<file path="config.mk">
export PLATFORM = sky130hd
export DESIGN_NAME = anomaly_report_tx_flat
export DESIGN_NICKNAME = d
export VERILOG_FILES = /design/src/rtl/anomaly_report_tx_if.sv /design/src/rtl/anomaly_report_tx.sv /design/src/flat_wrapper.sv
export SDC_FILE = /design/constraint.sdc
export NUM_CORES = 1
export LEC_CHECK = 0
export BUFFER_PORTS_ARGS = -buffer_cell sky130_fd_sc_hd__buf_4
export CORE_UTILIZATION = 50
export CTS_CLUSTER_DIAMETER = 60
export CTS_CLUSTER_SIZE = 28
export DETAILED_ROUTE_END_ITERATION = 16
export MAX_ROUTING_LAYER = met4
export PLACE_DENSITY = 0.66
export SLEW_MARGIN = 40
export SYNTH_ARGS = -nofsm -noshare
export SYNTH_HDL_FRONTEND = slang
export SYNTH_SLANG_ARGS = --single-unit
</file>
<file path="constraint.sdc">
create_clock -name clk -period 6.66 [get_ports clk]
set_clock_uncertainty 0.15 [all_clocks]
set_input_delay 0.666 -clock clk [delete_from_list [all_inputs] [get_ports clk]]
set_output_delay 0.666 -clock clk [all_outputs]
set_load 0.02 [all_outputs]
</file>
<file path="src/rtl/anomaly_report_tx_if.sv">
// rtl/anomaly_report_tx_if.sv - sample stream and anomaly flag feeding the report transmitter
interface anomaly_report_tx_if;
  logic [7:0] sample_in;
  logic       sample_valid;
  logic       anomaly_detected;

  modport master (output sample_in, output sample_valid, output anomaly_detected);
  modport slave  (input  sample_in, input  sample_valid, input  anomaly_detected);
endinterface

</file>
<file path="src/rtl/anomaly_report_tx.sv">
// rtl/anomaly_report_tx.sv - captures anomaly reports, queues them, sends 4-byte UART 8N1 frames
module anomaly_report_tx #(
  parameter int         CLKS_PER_BIT = 16,
  parameter int         FIFO_DEPTH   = 4,
  parameter logic [7:0] HEADER_BYTE  = 8'hA5
) (
  input  logic                 clk,
  input  logic                 reset,
  anomaly_report_tx_if.slave   s_in,
  output logic                 tx_serial,
  output logic                 tx_busy,
  output logic [7:0]           event_count,
  output logic                 fifo_overflow
);

  localparam int AW = (FIFO_DEPTH > 1) ? $clog2(FIFO_DEPTH) : 1;
  localparam int CW = (CLKS_PER_BIT > 1) ? $clog2(CLKS_PER_BIT) : 1;
  localparam logic [CW-1:0] C_LAST  = CW'(CLKS_PER_BIT - 1);
  localparam logic [AW:0]   C_DEPTH = (AW + 1)'(FIFO_DEPTH);

  typedef enum logic [1:0] {S_IDLE, S_START, S_DATA, S_STOP} state_t;

  logic [15:0]   r_sample_count;
  logic [7:0]    r_last_sample;
  logic          r_anom_q;
  logic [7:0]    r_event_count;
  logic          r_fifo_overflow;
  logic [23:0]   r_fifo_mem [FIFO_DEPTH];
  logic [AW-1:0] r_wr_ptr;
  logic [AW-1:0] r_rd_ptr;
  logic [AW:0]   r_fifo_cnt;
  state_t        r_state;
  logic [CW-1:0] r_clk_cnt;
  logic [2:0]    r_bit_idx;
  logic [1:0]    r_byte_idx;
  logic [23:0]   r_frame;
  logic          r_tx_serial;
  logic          r_tx_busy;

  logic          w_event;
  logic          w_empty;
  logic          w_full;
  logic          w_pop;
  logic          w_push;
  logic          w_bit_done;
  logic [7:0]    w_cur_byte;
  logic          w_line;

  assign w_event    = s_in.anomaly_detected & ~r_anom_q;
  assign w_empty    = (r_fifo_cnt == '0);
  assign w_full     = (r_fifo_cnt == C_DEPTH);
  assign w_pop      = (r_state == S_IDLE) && !w_empty;
  // A full FIFO still accepts the new report when the transmitter drains one this cycle.
  assign w_push     = w_event && (!w_full || w_pop);
  assign w_bit_done = (r_clk_cnt == C_LAST);

  always_comb begin
    w_cur_byte = HEADER_BYTE;
    case (r_byte_idx)
      2'd1:    w_cur_byte = r_frame[23:16];
      2'd2:    w_cur_byte = r_frame[15:8];
      2'd3:    w_cur_byte = r_frame[7:0];
      default: w_cur_byte = HEADER_BYTE;
    endcase
  end

  always_comb begin
    w_line = 1'b1;
    case (r_state)
      S_START: w_line = 1'b0;
      S_DATA:  w_line = w_cur_byte[r_bit_idx];
      default: w_line = 1'b1;
    endcase
  end

  always_ff @(posedge clk or negedge reset) begin
    if (!reset) begin
      r_sample_count  <= '0;
      r_last_sample   <= '0;
      r_anom_q        <= 1'b0;
      r_event_count   <= '0;
      r_fifo_overflow <= 1'b0;
    end else begin
      r_anom_q <= s_in.anomaly_detected;
      if (s_in.sample_valid) begin
        r_last_sample  <= s_in.sample_in;
        r_sample_count <= r_sample_count + 16'd1;
      end
      if (w_event && (r_event_count != 8'hFF))
        r_event_count <= r_event_count + 8'd1;
      if (w_event && !w_push)
        r_fifo_overflow <= 1'b1;
    end
  end

  always_ff @(posedge clk) begin
    if (w_push)
      r_fifo_mem[r_wr_ptr] <= {r_sample_count, r_last_sample};
  end

  always_ff @(posedge clk or negedge reset) begin
    if (!reset) begin
      r_wr_ptr   <= '0;
      r_rd_ptr   <= '0;
      r_fifo_cnt <= '0;
    end else begin
      if (w_push)
        r_wr_ptr <= r_wr_ptr + AW'(1);
      if (w_pop)
        r_rd_ptr <= r_rd_ptr + AW'(1);
      case ({w_push, w_pop})
        2'b10:   r_fifo_cnt <= r_fifo_cnt + (AW + 1)'(1);
        2'b01:   r_fifo_cnt <= r_fifo_cnt - (AW + 1)'(1);
        default: r_fifo_cnt <= r_fifo_cnt;
      endcase
    end
  end

  // Line and busy are registered one cycle behind the state, so the pop cycle itself is idle on the wire.
  always_ff @(posedge clk or negedge reset) begin
    if (!reset) begin
      r_state     <= S_IDLE;
      r_clk_cnt   <= '0;
      r_bit_idx   <= '0;
      r_byte_idx  <= '0;
      r_frame     <= '0;
      r_tx_serial <= 1'b1;
      r_tx_busy   <= 1'b0;
    end else begin
      r_tx_serial <= w_line;
      r_tx_busy   <= (r_state != S_IDLE);
      case (r_state)
        S_IDLE: begin
          if (!w_empty) begin
            r_frame    <= r_fifo_mem[r_rd_ptr];
            r_byte_idx <= 2'd0;
            r_clk_cnt  <= '0;
            r_state    <= S_START;
          end
        end
        S_START: begin
          if (w_bit_done) begin
            r_clk_cnt <= '0;
            r_bit_idx <= 3'd0;
            r_state   <= S_DATA;
          end else begin
            r_clk_cnt <= r_clk_cnt + CW'(1);
          end
        end
        S_DATA: begin
          if (w_bit_done) begin
            r_clk_cnt <= '0;
            if (r_bit_idx == 3'd7)
              r_state <= S_STOP;
            else
              r_bit_idx <= r_bit_idx + 3'd1;
          end else begin
            r_clk_cnt <= r_clk_cnt + CW'(1);
          end
        end
        S_STOP: begin
          if (w_bit_done) begin
            r_clk_cnt <= '0;
            if (r_byte_idx != 2'd3) begin
              r_byte_idx <= r_byte_idx + 2'd1;
              r_state    <= S_START;
            end else begin
              r_state <= S_IDLE;
            end
          end else begin
            r_clk_cnt <= r_clk_cnt + CW'(1);
          end
        end
        default: r_state <= S_IDLE;
      endcase
    end
  end

  assign tx_serial     = r_tx_serial;
  assign tx_busy       = r_tx_busy;
  assign event_count   = r_event_count;
  assign fifo_overflow = r_fifo_overflow;

endmodule

</file>
<file path="src/flat_wrapper.sv">
// flat-port wrapper written by rule: the top's interface ports become plain ports
module anomaly_report_tx_flat 
#(
  parameter int         CLKS_PER_BIT = 16,
  parameter int         FIFO_DEPTH   = 4,
  parameter logic [7:0] HEADER_BYTE  = 8'hA5
)
  (clk, reset, tx_serial, tx_busy, event_count, fifo_overflow, s_in_sample_in, s_in_sample_valid, s_in_anomaly_detected);
  anomaly_report_tx_if s_in_i ();
  input  logic clk;
  input  logic reset;
  output logic tx_serial;
  output logic tx_busy;
  output logic [7:0] event_count;
  output logic fifo_overflow;
  input wire logic [$bits(s_in_i.sample_in)-1:0] s_in_sample_in;
  input wire logic [$bits(s_in_i.sample_valid)-1:0] s_in_sample_valid;
  input wire logic [$bits(s_in_i.anomaly_detected)-1:0] s_in_anomaly_detected;
  assign s_in_i.sample_in = s_in_sample_in;
  assign s_in_i.sample_valid = s_in_sample_valid;
  assign s_in_i.anomaly_detected = s_in_anomaly_detected;
  anomaly_report_tx #(.CLKS_PER_BIT(CLKS_PER_BIT), .FIFO_DEPTH(FIFO_DEPTH), .HEADER_BYTE(HEADER_BYTE)) u_core (.clk(clk), .reset(reset), .s_in(s_in_i), .tx_serial(tx_serial), .tx_busy(tx_busy), .event_count(event_count), .fifo_overflow(fifo_overflow));
endmodule
</file>
==> run summary <==
The flow ran to the end, and the final reports show no timing, DRC or antenna violations. The number of vias per cell after detailed routing is 5.558. The initial utilization of the core area, before any placement, comes to 0.5209.

The detailed placer's ending HPWL came out at 8.031 mm. The endpoint arrival time on the critical path is 3.37 ns. The CTS tree is yes. The total of warnings raised by yosys came out at 0. The pin slew with the least headroom to its limit came out at 0.7355 ns. The power density over cell area came out at 435.5 nW/um^2. Max-cap violations in this run came to 0. The area taken by flip-flops and latches came out at 4837 um^2. The portion of the clock cycle consumed by the worst path in the final layout is 0.4843. The number of nets produced by synthesis is 538. The core region area is 14100 um^2.

In the final layout, the share of cells above drive strength 1 is 0.1967. In the final routed layout, each cell accounts on average for 17.55 um. The gate count after technology mapping came out at 507. The number of vias in the routed layout came out at 4024.

Sorting the synthesized cells by how often they occur yields 96 x sky130_fd_sc_hd__edfxtp_1, 95 x sky130_fd_sc_hd__nand2_1, 77 x sky130_fd_sc_hd__dfrtp_1. Hold timing on the final database bottoms out at a slack of 0.1166 ns. The cell total after placement came out at 692. The post-layout minimum cycle time is 3.225 ns. The static leakage is 3.146 nW.

The number of buffers added by the clock tree synthesis step is 17. The fraction of registers with async set/reset is 0.4483. The weighted congestion at the end of routability-driven global placement is 0.8334. The capturing element of the worst setup path is u_core.r_fifo_cnt[2]$_DFFE_PN0P_. The post-CTS setup repair buffer count came out at 0. The tree built by TritonCTS fans out to 174 sinks. The sequential share of the synthesized area came out at 0.6587.

The root buffer selected by CTS is sky130_fd_sc_hd__clkbuf_16. The die extent in x is 123.2 um. The accumulated negative setup slack is 0 ns. The beginning of the worst register-to-register path is u_core.r_state[0]$_DFFE_PN0P_. The number of endpoints failing setup at the final stage is 0. The most used flip-flop cell after synthesis is sky130_fd_sc_hd__edfxtp_1. The setup slack of the worst register-to-register path came out at 3.43 ns. The number of antenna repair diodes is 0.

The fmax is 0.3100 GHz. The die is 123.2 um tall. The number of I/O pins came out at 23. The routed wire length is 12.70 mm. After clock tree synthesis, the repair step resized 0 gates. The number of global-route vias before repair was 4209. The count of final max-slew check failures is 0. The pin count of the biggest net entering global routing is 79. STA classifies the critical path endpoint as a flop. The area of the mapped netlist is 7342 um^2. Excluding fillers, the count of instances in the completed layout stands at 724. The clock-pin slew reported for the worst setup and hold paths after clock tree synthesis is 0.06 ns. The final hold violation count is 0. For this block, the initial DRC count from the detailed router was 393.

The die covers 15170 um^2. The largest driver fanout on the critical path came out at 26. The count of unresolved DRC violations after routing is 0. Measured in cells, the most critical reg-to-reg path has a length of 10. The first-pass iteration count of the detailed router came out at 4. Counting flops with a built-in enable in the synthesized netlist gives 96. The critical path starts at u_core.r_state[0]$_DFFE_PN0P_. By area the synthesized netlist is led by sky130_fd_sc_hd__edfxtp_1 39%, sky130_fd_sc_hd__dfrtp_1 26%, sky130_fd_sc_hd__mux4_2 7.4%. The final core utilization is 0.5866.

The top cell type's share of synthesized area is 0.3926. The class of the tightest hold or removal check is in -> async. The relative slew slack is 0.5076. Across the VDD grid, the largest voltage drop is 0.0002050 V. The post-synthesis average cell area is 14.48 um^2. The critical path is of the reg -> reg type. For this run, the total global-route usage over all layers was measured as 0.1972. The row count came out at 43.

The number of H-tree levels came out at 4. Summed over all instances, the cell type with the most area after synthesis is sky130_fd_sc_hd__edfxtp_1. The nature of the critical path startpoint is a flop. The wire length of the first global-routing pass came out at 21.22 mm. After clock tree synthesis, the flow added hold-fix buffers numbering 0.

The number of antenna violations at the first check in global routing came out at 0. The layout overhead on the synthesized area is 12.63%. The count of buffers inserted at the top-level ports is 22.

The total area of multi-input combinational cells is 2315 um^2. After filler insertion, the fill cell instance count of the layout stands at 1071. The insertion delay of the later-clocked pin in the worst-skew pair came out at 0.43 ns. sky130_fd_sc_hd__edfxtp_1 is the most common cell in the netlist. Counting along the longest clock path gives a buffer depth of 2. The count of nets left with antenna violations after detail routing came out at 0. The post-synthesis register bit count is 174. The endpoint required time on the critical path is 6.81 ns. The worst flop-to-flop path endpoint is u_core.r_fifo_cnt[2]$_DFFE_PN0P_. Summed over all layers, the global routing overflow is 0. The final net count is 562. Setup repair after global routing left no endpoint under its margin. The number of distinct library cells after synthesis is 49.
## worst max-delay path, stage by stage (launching register included)
cell and delay, ns:
sky130_fd_sc_hd__dfrtp_1 0.41, sky130_fd_sc_hd__inv_1 0.15, sky130_fd_sc_hd__ha_1 0.40, sky130_fd_sc_hd__inv_1 0.20, sky130_fd_sc_hd__nor2_4 0.51, sky130_fd_sc_hd__nand2_1 0.15
sky130_fd_sc_hd__fa_1 0.42, sky130_fd_sc_hd__nor4b_1 0.41, sky130_fd_sc_hd__a21oi_1 0.08, sky130_fd_sc_hd__a21oi_1 0.14, sky130_fd_sc_hd__o21ai_0 0.09
## cells by family after synthesis
family	after synthesis	synth area share
xor gates and xnor gates	24	0.02863
muxes	38	0.09543
and+or+nand+nor	164	0.1069
AOI/OAI and AO/OA	54	0.04993
buffers and inverters	34	0.02709
DFF	174	0.6587
adders and majority gates	19	0.03340
## metrics by stage
stage | total power, mW | setup WS, ns | cell area [um^2]
final | 3.601 | 3.435 | 8269
after detailed placement | 2.575 | 3.408 | 7629
after global placement | 2.522 | 3.331 | 7616
after floorplan | 2.317 | 3.956 | 7342
after global routing | 3.807 | 3.025 | 8269
after CTS | 3.640 | 3.386 | 8269
## where the power goes
group / leakage (nW) / switching, mW / internal (mW)
clock network: 0.309 / 0.417 / 0.645
logic: 1.04 / 0.484 / 0.410
registers: 1.79 / 0.228 / 1.42
total: 3.15 / 1.13 / 2.47
## area by class of cell
cell class              count  area share
repair buffers             27     0.02497
well taps                 180     0.02724
flip-flops and latches    174      0.5850
clock inverters            14     0.02436
multi-input cells         299      0.2799
inverters                  12    0.005447
clock buffers              18     0.05311
## sequential cells by signal, summed over array words and instances (netlist names), 2 cells and up
name                   cells
u_core.event_count         8
u_core.r_bit_idx           3
u_core.r_byte_idx          2
u_core.r_clk_cnt           4
u_core.r_fifo_cnt          3
u_core.r_fifo_mem         96
u_core.r_frame            24
u_core.r_last_sample       8
u_core.r_rd_ptr            2
u_core.r_sample_count     16
u_core.r_state             2
u_core.r_wr_ptr            2
## worst min-delay path by stage
stage	start	cells after the start	endpoint	slack [ns]
detailed placement	u_core.r_frame[0]$_DFFE_PN0P_	2	u_core.r_frame[0]$_DFFE_PN0P_	0.32
CTS	reset	1	u_core.r_bit_idx[0]$_DFFE_PN0P_	0.16
floorplan	reset	0	u_core.event_count[0]$_DFFE_PN0P_	0.22
global route	reset	1	u_core.r_bit_idx[0]$_DFFE_PN0P_	0.19
finish	reset	1	u_core.r_bit_idx[0]$_DFFE_PN0P_	0.12
global placement	u_core.r_frame[13]$_DFFE_PN0P_	2	u_core.r_frame[13]$_DFFE_PN0P_	0.31
## cells in the final DEF (no fill, tap or decap), types with 14 or more instances in the layout
cell,n
sky130_fd_sc_hd__clkbuf_16,17
sky130_fd_sc_hd__edfxtp_1,96
sky130_fd_sc_hd__ha_1,18
sky130_fd_sc_hd__xnor2_1,20
sky130_fd_sc_hd__nand3_1,16
sky130_fd_sc_hd__mux4_2,24
sky130_fd_sc_hd__dfrtp_1,76
sky130_fd_sc_hd__buf_4,26
sky130_fd_sc_hd__a21oi_1,14
sky130_fd_sc_hd__nand2_1,95
## per-layer routing
layer  GRT usage  vias up  wire length, um
met2      0.3142       58             6329
li1            -     1913                -
met4     0.06476        0              140
met1      0.2488     2046             5848
met5           -        -                0
met3     0.04889        7              384
(Power assumes the default switching activity.)
